[src/rtl/mem_bus_arbiter.sv]
// Two-state burst arbiter sharing one downstream memory bus between NREQ requesters.
// Optional ARB_ROUND_ROBIN_EN selects round-robin arbitration; default is fixed priority (highest index wins).
module mem_bus_arbiter #(
   parameter int NREQ   = 2,
   parameter int ADDR_W = 64,
   parameter int DATA_W = 64,
   parameter int LEN_W  = 4
) (
   input  logic                       clk,
   input  logic                       reset,
   input  logic [NREQ-1:0]            req_valid,
   input  logic [NREQ-1:0]            req_write,
   input  logic [NREQ*ADDR_W-1:0]     req_addr,
   input  logic [NREQ*LEN_W-1:0]      req_len,
   input  logic [NREQ*DATA_W-1:0]     req_wdata,
   input  logic [NREQ*DATA_W/8-1:0]   req_strobe,
   output logic [NREQ-1:0]            resp_ready,
   output logic [NREQ-1:0]            resp_last,
   output logic [DATA_W-1:0]          resp_rdata,
   output logic                       bus_valid,
   output logic                       bus_write,
   output logic [ADDR_W-1:0]          bus_addr,
   output logic [LEN_W-1:0]           bus_len,
   output logic [DATA_W-1:0]          bus_wdata,
   output logic [DATA_W/8-1:0]        bus_strobe,
   input  logic                       bus_ready,
   input  logic                       bus_last,
   input  logic [DATA_W-1:0]          bus_rdata,
   output logic                       dbg_state_o
);

   localparam int STRB_W = DATA_W / 8;
   localparam int GNT_W  = (NREQ > 1) ? $clog2(NREQ) : 1;

   // Handshake: a beat moves when bus_valid && bus_ready; the burst ends on the
   // beat with bus_last, or early when the granted requester drops req_valid.
   typedef enum logic {
      ST_IDLE = 1'b0,
      ST_BUSY = 1'b1
   } state_t;

   state_t             state_q;
   logic [GNT_W-1:0]   grant_q;
   logic [GNT_W-1:0]   winner_d;
   logic               busy;

   assign busy        = (state_q == ST_BUSY);
   assign dbg_state_o = state_q;

`ifdef ARB_ROUND_ROBIN_EN
   logic [GNT_W-1:0]   rr_ptr_q;

   // Scan from rr_ptr+1 upward with wrap; the lowest offset overwrites last and wins.
   always_comb begin
      int sum;
      logic [GNT_W-1:0] cand;
      winner_d = '0;
      sum      = 0;
      cand     = '0;
      for (int k = NREQ; k >= 1; k--) begin
         sum = int'(rr_ptr_q) + k;
         if (sum >= NREQ) sum = sum - NREQ;
         cand = GNT_W'(sum);
         if (req_valid[cand]) winner_d = cand;
      end
   end
`else
   always_comb begin
      winner_d = '0;
      for (int i = 0; i < NREQ; i++) begin
         if (req_valid[i]) winner_d = GNT_W'(i);
      end
   end
`endif

   always_ff @(posedge clk) begin
      if (reset) begin
         state_q  <= ST_IDLE;
         grant_q  <= '0;
`ifdef ARB_ROUND_ROBIN_EN
         rr_ptr_q <= '0;
`endif
      end else begin
         case (state_q)
            ST_IDLE: begin
               if (|req_valid) begin
                  grant_q  <= winner_d;
                  state_q  <= ST_BUSY;
`ifdef ARB_ROUND_ROBIN_EN
                  rr_ptr_q <= winner_d;
`endif
               end
            end
            ST_BUSY: begin
               if (!req_valid[grant_q] || (bus_ready && bus_last)) begin
                  state_q <= ST_IDLE;
               end
            end
            default: state_q <= ST_IDLE;
         endcase
      end
   end

   // Pass-through of the granted requester; everything is forced to zero while idle.
   always_comb begin
      bus_valid  = 1'b0;
      bus_write  = 1'b0;
      bus_addr   = '0;
      bus_len    = '0;
      bus_wdata  = '0;
      bus_strobe = '0;
      resp_ready = '0;
      resp_last  = '0;
      resp_rdata = '0;
      if (busy) begin
         bus_valid  = req_valid[grant_q];
         bus_write  = req_write[grant_q];
         bus_addr   = req_addr[grant_q*ADDR_W +: ADDR_W];
         bus_len    = req_len[grant_q*LEN_W +: LEN_W];
         bus_wdata  = req_wdata[grant_q*DATA_W +: DATA_W];
         bus_strobe = req_strobe[grant_q*STRB_W +: STRB_W];
         resp_ready[grant_q] = bus_ready;
         resp_last[grant_q]  = bus_last;
         resp_rdata = bus_rdata;
      end
   end

   a_resp_onehot: assert property (@(posedge clk) $onehot0(resp_ready));

endmodule

[config.mk]
export PLATFORM = sky130hd
export DESIGN_NAME = mem_bus_arbiter
export DESIGN_NICKNAME = d
export VERILOG_FILES = /design/src/rtl/mem_bus_arbiter.sv
export SDC_FILE = /design/constraint.sdc
export NUM_CORES = 1
export LEC_CHECK = 0
export ABC_AREA = 1
export BUFFER_PORTS_ARGS = -buffer_cell sky130_fd_sc_hd__clkbuf_2
export CAP_MARGIN = 10
export CORE_AREA = 2 2 218 220
export CTS_CLUSTER_SIZE = 8
export DETAILED_ROUTE_END_ITERATION = 6
export DIE_AREA = 0 0 220 222
export PLACE_DENSITY_LB_ADDON = 0.15
export SKIP_LAST_GASP = 1
export SLEW_MARGIN = 25
export SYNTH_ARGS = -nofsm -noshare
export SYNTH_HDL_FRONTEND = slang
export SYNTH_SLANG_ARGS = --single-unit
export TNS_END_PERCENT = 10
[constraint.sdc]
create_clock -name clk -period 1.8 [get_ports clk]
set_clock_uncertainty 0.15 [all_clocks]
set_input_delay 0.09 -clock clk [delete_from_list [all_inputs] [get_ports clk]]
set_output_delay 0.09 -clock clk [all_outputs]
set_load 0.005 [all_outputs]
# [Yosys cells after proc, flatten, opt, wreduce, memory -nomap -nowiden]
# Cells that the tools add are included.
[classes] n_shift=4 reduce_logical=6 bitwise_logic=3 magnitude_cmp=2 mux=19
[ops] cell="128-bit by 8-bit indexed part select with 64-bit output" count=2
[ops] cell="64-bit two-way mux" count=3
[ops] cell="16-bit by 5-bit indexed part select with 8-bit output" count=1
[ops] cell="1-bit two-way mux" count=10
[ops] cell="8-bit two-way mux" count=1
[ops] cell="8-bit by 4-bit indexed part select with 4-bit output" count=1
[ops] cell="2-bit AND" count=2
[ops] cell="2-bit two-way mux" count=2
[ops] cell="4-bit two-way mux" count=1
[ops] cell="1-bit logical AND" count=2
[ops] cell="1-bit by 2-bit < comparator with 1-bit output, second input constant" count=1
[ops] cell="1-bit case mux with 2 select lines" count=1
[ops] cell="2-bit AND reduction" count=1
[ops] cell="2-bit OR reduction" count=1
[ops] cell="1-bit demux with 1-bit select" count=1
[ops] cell="1-bit greater-or-equal comparator, second input constant" count=1
[ops] cell="1-bit logical NOT" count=1
[ops] cell="1-bit logical OR" count=1
[ops] cell="1-bit NOT" count=1
[word_totals] input_bits=352 out_inout_bits=211 register_bits=2

# [Depth between registers and ports, before layout]
# Gate-level depths: netlist of the first run.
[depth] depth_word=6 depth_mapped=7 depth_no_buf=5

# [Least setup slack after synthesis of the first run]
# No wires, ideal clock.
[synth_timing] kind="reg-to-output" from="register state_q, in the netlist dbg_state_o" to="output bus_addr[16]" arrival_ps=937 stages_incl_launch_ff=6 setup_slack_ps=623 required_ps=1560 path_cell_list="dfxtp_1 buf_4 buf_4 buf_2 o21ai_0 nor2_1"
[synth_via] elab_chain_cells=1
[synth_rtl] element="from (decl)" line_no="42" rtl="state_t state_q;"
[synth_rtl] element="from (signal assigned)" line_no="78" rtl="state_q <= ST_IDLE;"
[synth_rtl] element="from (signal assigned)" line_no="88" rtl="state_q <= ST_BUSY;"
[synth_rtl] element="from (signal assigned)" line_no="96" rtl="state_q <= ST_IDLE;"
[synth_rtl] element="64-bit two-way mux" line_no="115" rtl="if (busy) begin"
[synth_rtl] element="to (decl)" line_no="22" rtl="output logic [ADDR_W-1:0] bus_addr,"
# No other way between the ends.

# [Worst setup path after layout of the first run]
[layout_timing] from="register grant_q" to="output bus_wdata[19]"
[layout_via] elab_chain_cells=2
[layout_rtl] element="from (decl)" line_no="43" rtl="logic [GNT_W-1:0] grant_q;"
[layout_rtl] element="from (signal assigned)" line_no="87" rtl="grant_q <= winner_d;"
[layout_rtl] element="128-bit by 8-bit indexed part select with 64-bit output" line_no="120" rtl="bus_wdata = req_wdata[grant_q*DATA_W +: DATA_W];"
[layout_rtl] element="64-bit two-way mux" line_no="115"
[layout_rtl] element="to (decl)" line_no="24" rtl="output logic [DATA_W-1:0] bus_wdata,"
# No other way between the ends.

==> results of run 1 <==
[registers in the layout (all words and copies together) (netlist names)]
register     flops
dbg_state_o      1
grant_q          1
[power groups by stage]
stage               Sequential, W  Combinational, W  Clock (W)
finish                  0.0000580           0.00154   0.000330
detailed placement      0.0000567           0.00155          0
CTS                     0.0000563           0.00156   0.000338
floorplan               0.0000514          0.000628          0
global placement        0.0000566           0.00158          0
global route            0.0000598           0.00173   0.000345
[path summary, 6_finish.rpt]
check	start	endpoint	slack [ps]
worst min register to register	dbg_state_o	dbg_state_o	600
worst min-delay path	req_valid[1]	grant_q	-8
worst max register to register	grant_q	dbg_state_o	420
worst max-delay path	grant_q	bus_wdata[19]	100
[per-stage QoR]
stage               utilization  hold WS, ps  area [sq um]
floorplan                     -         9.07          2660
global placement          0.134          177          6180
detailed placement        0.134          165          6180
CTS                       0.135         2.04          6260
global route              0.136         19.2          6310
finish                    0.136        -7.58          6310
[routing by layer]
layer  vias up  routed length (um)
met5         -                  13
met4         2                 404
met3        22                1810
met2       328               12300
met1      2436                7930
li1       2976                   -
[critical path: cells and delay by family, from the launching register on]
| family | cells | cell delay [ps] |
|---|---|---|
| flops | 1 | 380 |
| buf+inv | 3 | 500 |
| compound gates | 1 | 140 |
| simple gates | 1 | 160 |
[cell usage in the layout, fill, tap and decap left out]
master,synthesis,layout
a21oi_1,3,3
buf_12,0,7
buf_2,24,1
buf_4,9,15
clkbuf_16,0,4
clkbuf_2,9,561
dfxtp_4,0,2
dlygate4sd3_1,0,1
inv_1,67,67
inv_4,1,1
nand2_1,70,70
nand3_1,1,1
nor2_1,282,282
nor3_1,4,4
o21ai_0,142,142
[area by class of cell]
type	instances	area, sq um	share of cell area
repair buffers	586	3100	0.491
well taps	607	759	0.120
clock buffers	3	75.1	0.0119
multi-input cells	502	2070	0.328
inverters	68	258	0.0408
flip-flops and latches	2	47.5	0.00753
[cells by family after synthesis]
| kind of cell | Yosys count | share of synthesized area |
|---|---|---|
| buffers and inverters | 122 | 0.207 |
| DFF | 2 | 0.0150 |
| AOI/OAI and AO/OA | 145 | 0.273 |
| and+or+nand+nor | 357 | 0.506 |
[what timing repair did]
item | 4_1_cts | 5_1_grt
setup endpoints to repair | 0 | 3
resized for setup | 0 | 1
buffers inserted | 0 | 3
hold endpoints to repair | 2 | 0
hold buffers | 1 | 0
==> summary.txt, run 1 <==
grt met1 use -> 0.0784
Int Power -> 0.00106 W
Post-synth top flop -> dfxtp_1
hold path depth -> 3
first-pass GRT wire length -> 30000 um
H-Tree Level Count -> 1
Rows -> 79
placed insts -> 1760
final period utilization -> 0.944
setup_tns -> 0 ps
RSZ-0062 raised after global routing -> no
CP endpoint kind -> primary output
number of max-cap violations -> 0
Overflow after GRT -> 0
remaining antenna violation count -> 0
Place WS -> 283 ps
cells after synthesis -> 626
setup violators final -> 0
met3 global-route usage -> 0.0155
vias in the first global route -> 5381
TritonCTS clock tree -> built
worst-path cell chain -> buf_12, buf_12, o21ai_0, nor2_1, clkbuf_2
DRC viols -> 0
slew at the pin closest to its max-slew limit -> 381 ps
leak pwr -> 4.17 nW
final wirelength -> 22400 um
# diodes -> 0
Post-synth EDFFs -> 0
Slew HR -> 0.746
Via Count -> 5764
syn nets -> 978
Crit path top cell by count -> buf_12
top cells by count, synth -> 282 x nor2_1, 142 x o21ai_0, 70 x nand2_1, 67 x inv_1, 24 x buf_2
antenna violations before repair -> 1
Slew Viols, Final -> 0
Detail Placement HPWL -> 19100 um
CP required -> 1560 ps
fraction of registers with async set/reset -> 0
Root Buffer Master -> clkbuf_16
TritonRoute pass-1 iters -> 4
clock transition at the registers of the reported paths -> 30 ps
Avg WL per Cell -> 12.7 um
WS Path Type -> reg2out
Filler Cell Count -> 5552
clock group share of total power -> 0.171
startpoint types -> register
Yosys warning count -> 0
Worst-Skew Late Latency -> 220 ps
DR vias/cell -> 3.26
share of cells above drive strength 1 -> 0.509
I/O Buffers -> 562
core region area -> 46300 sq um
die height -> 222 um
worst path arrival time -> 1460 ps
top cells by area, synth -> nor2_1 40%, o21ai_0 27%, nand2_1 9.9%
fin worst setup slack -> 101 ps
nets -> 1515
maximum vdd drop -> 0.181 mV
global routing's busiest layer -> met2
hold crit path type -> in2reg
Starting Density -> 0.0576
hold slack final -> -7.58 ps
worst reg2reg path depth -> 6
GPL Wtd Cong -> 0.819
violated checks -> negative hold slack
Combinational Power Share -> 0.799
CP max-delay cell -> dfxtp_4
Final Hold Viols -> 1
mapped cell area -> 2660 sq um
biggest area consumer among synthesized cells -> nor2_1
sequential share of power -> 0.030
routing usage on met2 -> 0.169
Starting DRT DRC Count -> 171
switching part of the total -> 0.451
Worst path max stage delay -> 380 ps
post-synthesis sequential area ratio -> 0.0150
most common cell in the synthesized netlist -> nor2_1
CP max FO -> 49
status -> finished with violations
power density of the placed cells -> 305 nW/um^2
Area Growth Syn to Fin -> 137%
Cell variety after synth -> 14
FMAX -> 589 MHz
Psw -> 0.000870 W
post-synth top area share -> 0.398
Final Power -> 0.00193 W
Max Buffers Root-to-Sink -> 2
syn avg cell area -> 4.25 sq um
Die Wd -> 220 um
Inserted Clock Buffers -> 3
die area -> 48800 sq um
fin cells -> 1768
largest net degree at the start of global routing -> 82
fin crit period -> 1700 ps
number of synthesized register bits -> 2
Ports -> 563
Clock Sink Count -> 2
GRT Total Usage -> 0.0806
Note: power is estimated with default switching activity, not from simulation.
==> run 2, diff against run 1 <==
Settings changed: BUFFER_PORTS_ARGS -buffer_cell sky130_fd_sc_hd__clkbuf_2 to -buffer_cell sky130_fd_sc_hd__buf_2, PLACE_DENSITY_LB_ADDON 0.15 to unset, SLEW_MARGIN 25 to 40.
==> run 2 against run 1 <==
Net effect: the run now ends clean; worst hold slack improved by 36 ps; clock power rose by 5%; total power fell by 0.27%; die area did not move; maximum frequency rose by 0.28%; final cell count did not move; routed wire length fell by 13%; via count fell by 1.9%; largest cell class unchanged; largest power group unchanged.
==> summary.txt, run 2 (synthesis gave the netlist of run 1 again) <==
Worst-Skew Late Latency -> 230 ps (about the same)
antenna violations before repair -> 1 (unchanged)
Final Hold Viols -> 0 (-1)
die area -> 48800 sq um (unchanged)
first-pass GRT wire length -> 25900 um (-14%)
fin crit period -> 1690 ps (-4.72 ps)
hold crit path type -> in2reg
Place WS -> 300 ps (+16.4 ps)
maximum vdd drop -> 0.228 mV (+26%)
Area Growth Syn to Fin -> 138%
worst-path cell chain -> buf_12, o21ai_0, nor2_1, buf_2
commonest non-fill, non-tap cell in the layout -> buf_2
final period utilization -> 0.941 (-0.00262)
WS Path Type -> reg2out
Clock Sink Count -> 2 (unchanged)
Starting Density -> 0.0576 (unchanged)
power density of the placed cells -> 304 nW/um^2 (-0.51%)
TritonRoute pass-1 iters -> 4 (unchanged)
I/O Buffers -> 562 (unchanged)
CP max-delay cell -> dfxtp_4
Critical Path Start -> grant_q
Detail Placement HPWL -> 16100 um (-16%)
share of cells above drive strength 1 -> 0.509 (about the same)
vias in the first global route -> 5031 (-6.5%)
Rows -> 79 (unchanged)
fin worst setup slack -> 106 ps (+4.73 ps)
Multi-input gate area -> 2070 sq um (unchanged)
Via Count -> 5653 (-1.9%)
Root Buffer Master -> clkbuf_16
leak pwr -> 4.22 nW (+1.2%)
hold path startpoint -> bus_ready
slew at the pin closest to its max-slew limit -> 331 ps (-50.6 ps)
Avg WL per Cell -> 11.0 um (-13%)
setup_tns -> 0 ps (unchanged)
Die Wd -> 220 um (unchanged)
Starting DRT DRC Count -> 223 (+30%)
FF-to-FF Start -> grant_q
CP endpoint kind -> primary output
Slew Viols, Final -> 0 (unchanged)
worst path arrival time -> 1450 ps (about the same)
die height -> 222 um (unchanged)
TritonCTS clock tree -> built
Filler Cell Count -> 5489 (-1.1%)
most frequent cells in the layout -> 562 x buf_2, 282 x nor2_1, 142 x o21ai_0
core region area -> 46300 sq um (unchanged)
FMAX -> 590 MHz (+0.28%)
CP required -> 1560 ps (about the same)
Overflow after GRT -> 0 (unchanged)
number of max-cap violations -> 0 (unchanged)
Ports -> 563 (unchanged)
setup violators final -> 0 (unchanged)
post-CTS setup buffer count -> 0 (unchanged)
GPL Wtd Cong -> 0.814 (-0.54%)
Reg2Reg Setup Slack -> 430 ps (about the same)
DRC viols -> 0 (unchanged)
Inserted Clock Buffers -> 3 (unchanged)
GRT Total Usage -> 0.0678 (-0.0128)
Worst Path Buf+Inv -> 2 (-1)
register area -> 47.5 sq um (unchanged)
clock transition at the registers of the reported paths -> 30 ps (about the same)
status -> completed
nets -> 1514 (-0.066%)
H-Tree Level Count -> 1 (unchanged)
Slew HR -> 0.780 (+0.0338)
DR vias/cell -> 3.20 (-1.9%)
Worst path max stage delay -> 380 ps (about the same)
cell family with most CP delay -> buffers and inverters
RSZ-0062 raised after global routing -> no
final wirelength -> 19500 um (-13%)
startpoint types -> register
Max Buffers Root-to-Sink -> 2 (unchanged)
CP max FO -> 80 (+63%)
remaining antenna violation count -> 0 (unchanged)
largest net degree at the start of global routing -> 81 (-1.2%)
## run 2: final cells by class
| cell class | count | area share |
|---|---|---|
| tap | 607 | 0.120 |
| antenna | 1 | 0.000395 |
| timing repair buffer | 585 | 0.492 |
| sequential | 2 | 0.00751 |
| clock buffer | 3 | 0.0119 |
| inverter | 68 | 0.0407 |
| multi-input combinational | 502 | 0.327 |
## run 2: per-layer routing
layer  track usage  vias up  routed length, um
met5             0        -                  0
met4       0.00844        0                221
met3        0.0129       10               1660
met2         0.134      324               9900
met1        0.0751     2342               7670
li1              -     2977                  -
## run 2: repair_timing
item                                    in CTS  in global routing
hold buffers                                 1                  0
hold endpoints to repair                     1                  0
endpoints found under the setup margin       0                  2
resized for setup                            0                  1
## run 2: final timing paths
path,end,depth (start not counted)
setup / recovery,bus_addr[20],4
hold / removal,dbg_state_o,4
setup reg to reg,grant_q,4
hold reg to reg,dbg_state_o,2
## run 2: worst register-to-register path, stage by stage, from the launching register on
cell     delay, ps
dfxtp_4        380
buf_12         260
nand2_1        160
a21oi_1        180
buf_4          170
## run 2: power by group
group | switching (W) | internal, W
Combinational | 0.000786 | 0.000734
Clock | 0.0000617 | 0.000284
Sequential | 0.00000814 | 0.0000486
## run 2: metrics by stage
stage | power (W) | hold WS [ps] | std cells | util | area, sq um
after floorplan | 0.000679 | 9.07 | 626 | - | 2660
after global placement | 0.00157 | 113 | 1762 | 0.134 | 6210
after detailed placement | 0.00157 | 110 | 1762 | 0.134 | 6210
after CTS | 0.00194 | 32.2 | 1766 | 0.136 | 6290
after global routing | 0.00214 | 62.6 | 1768 | 0.137 | 6330
final | 0.00192 | 28.4 | 1768 | 0.137 | 6330
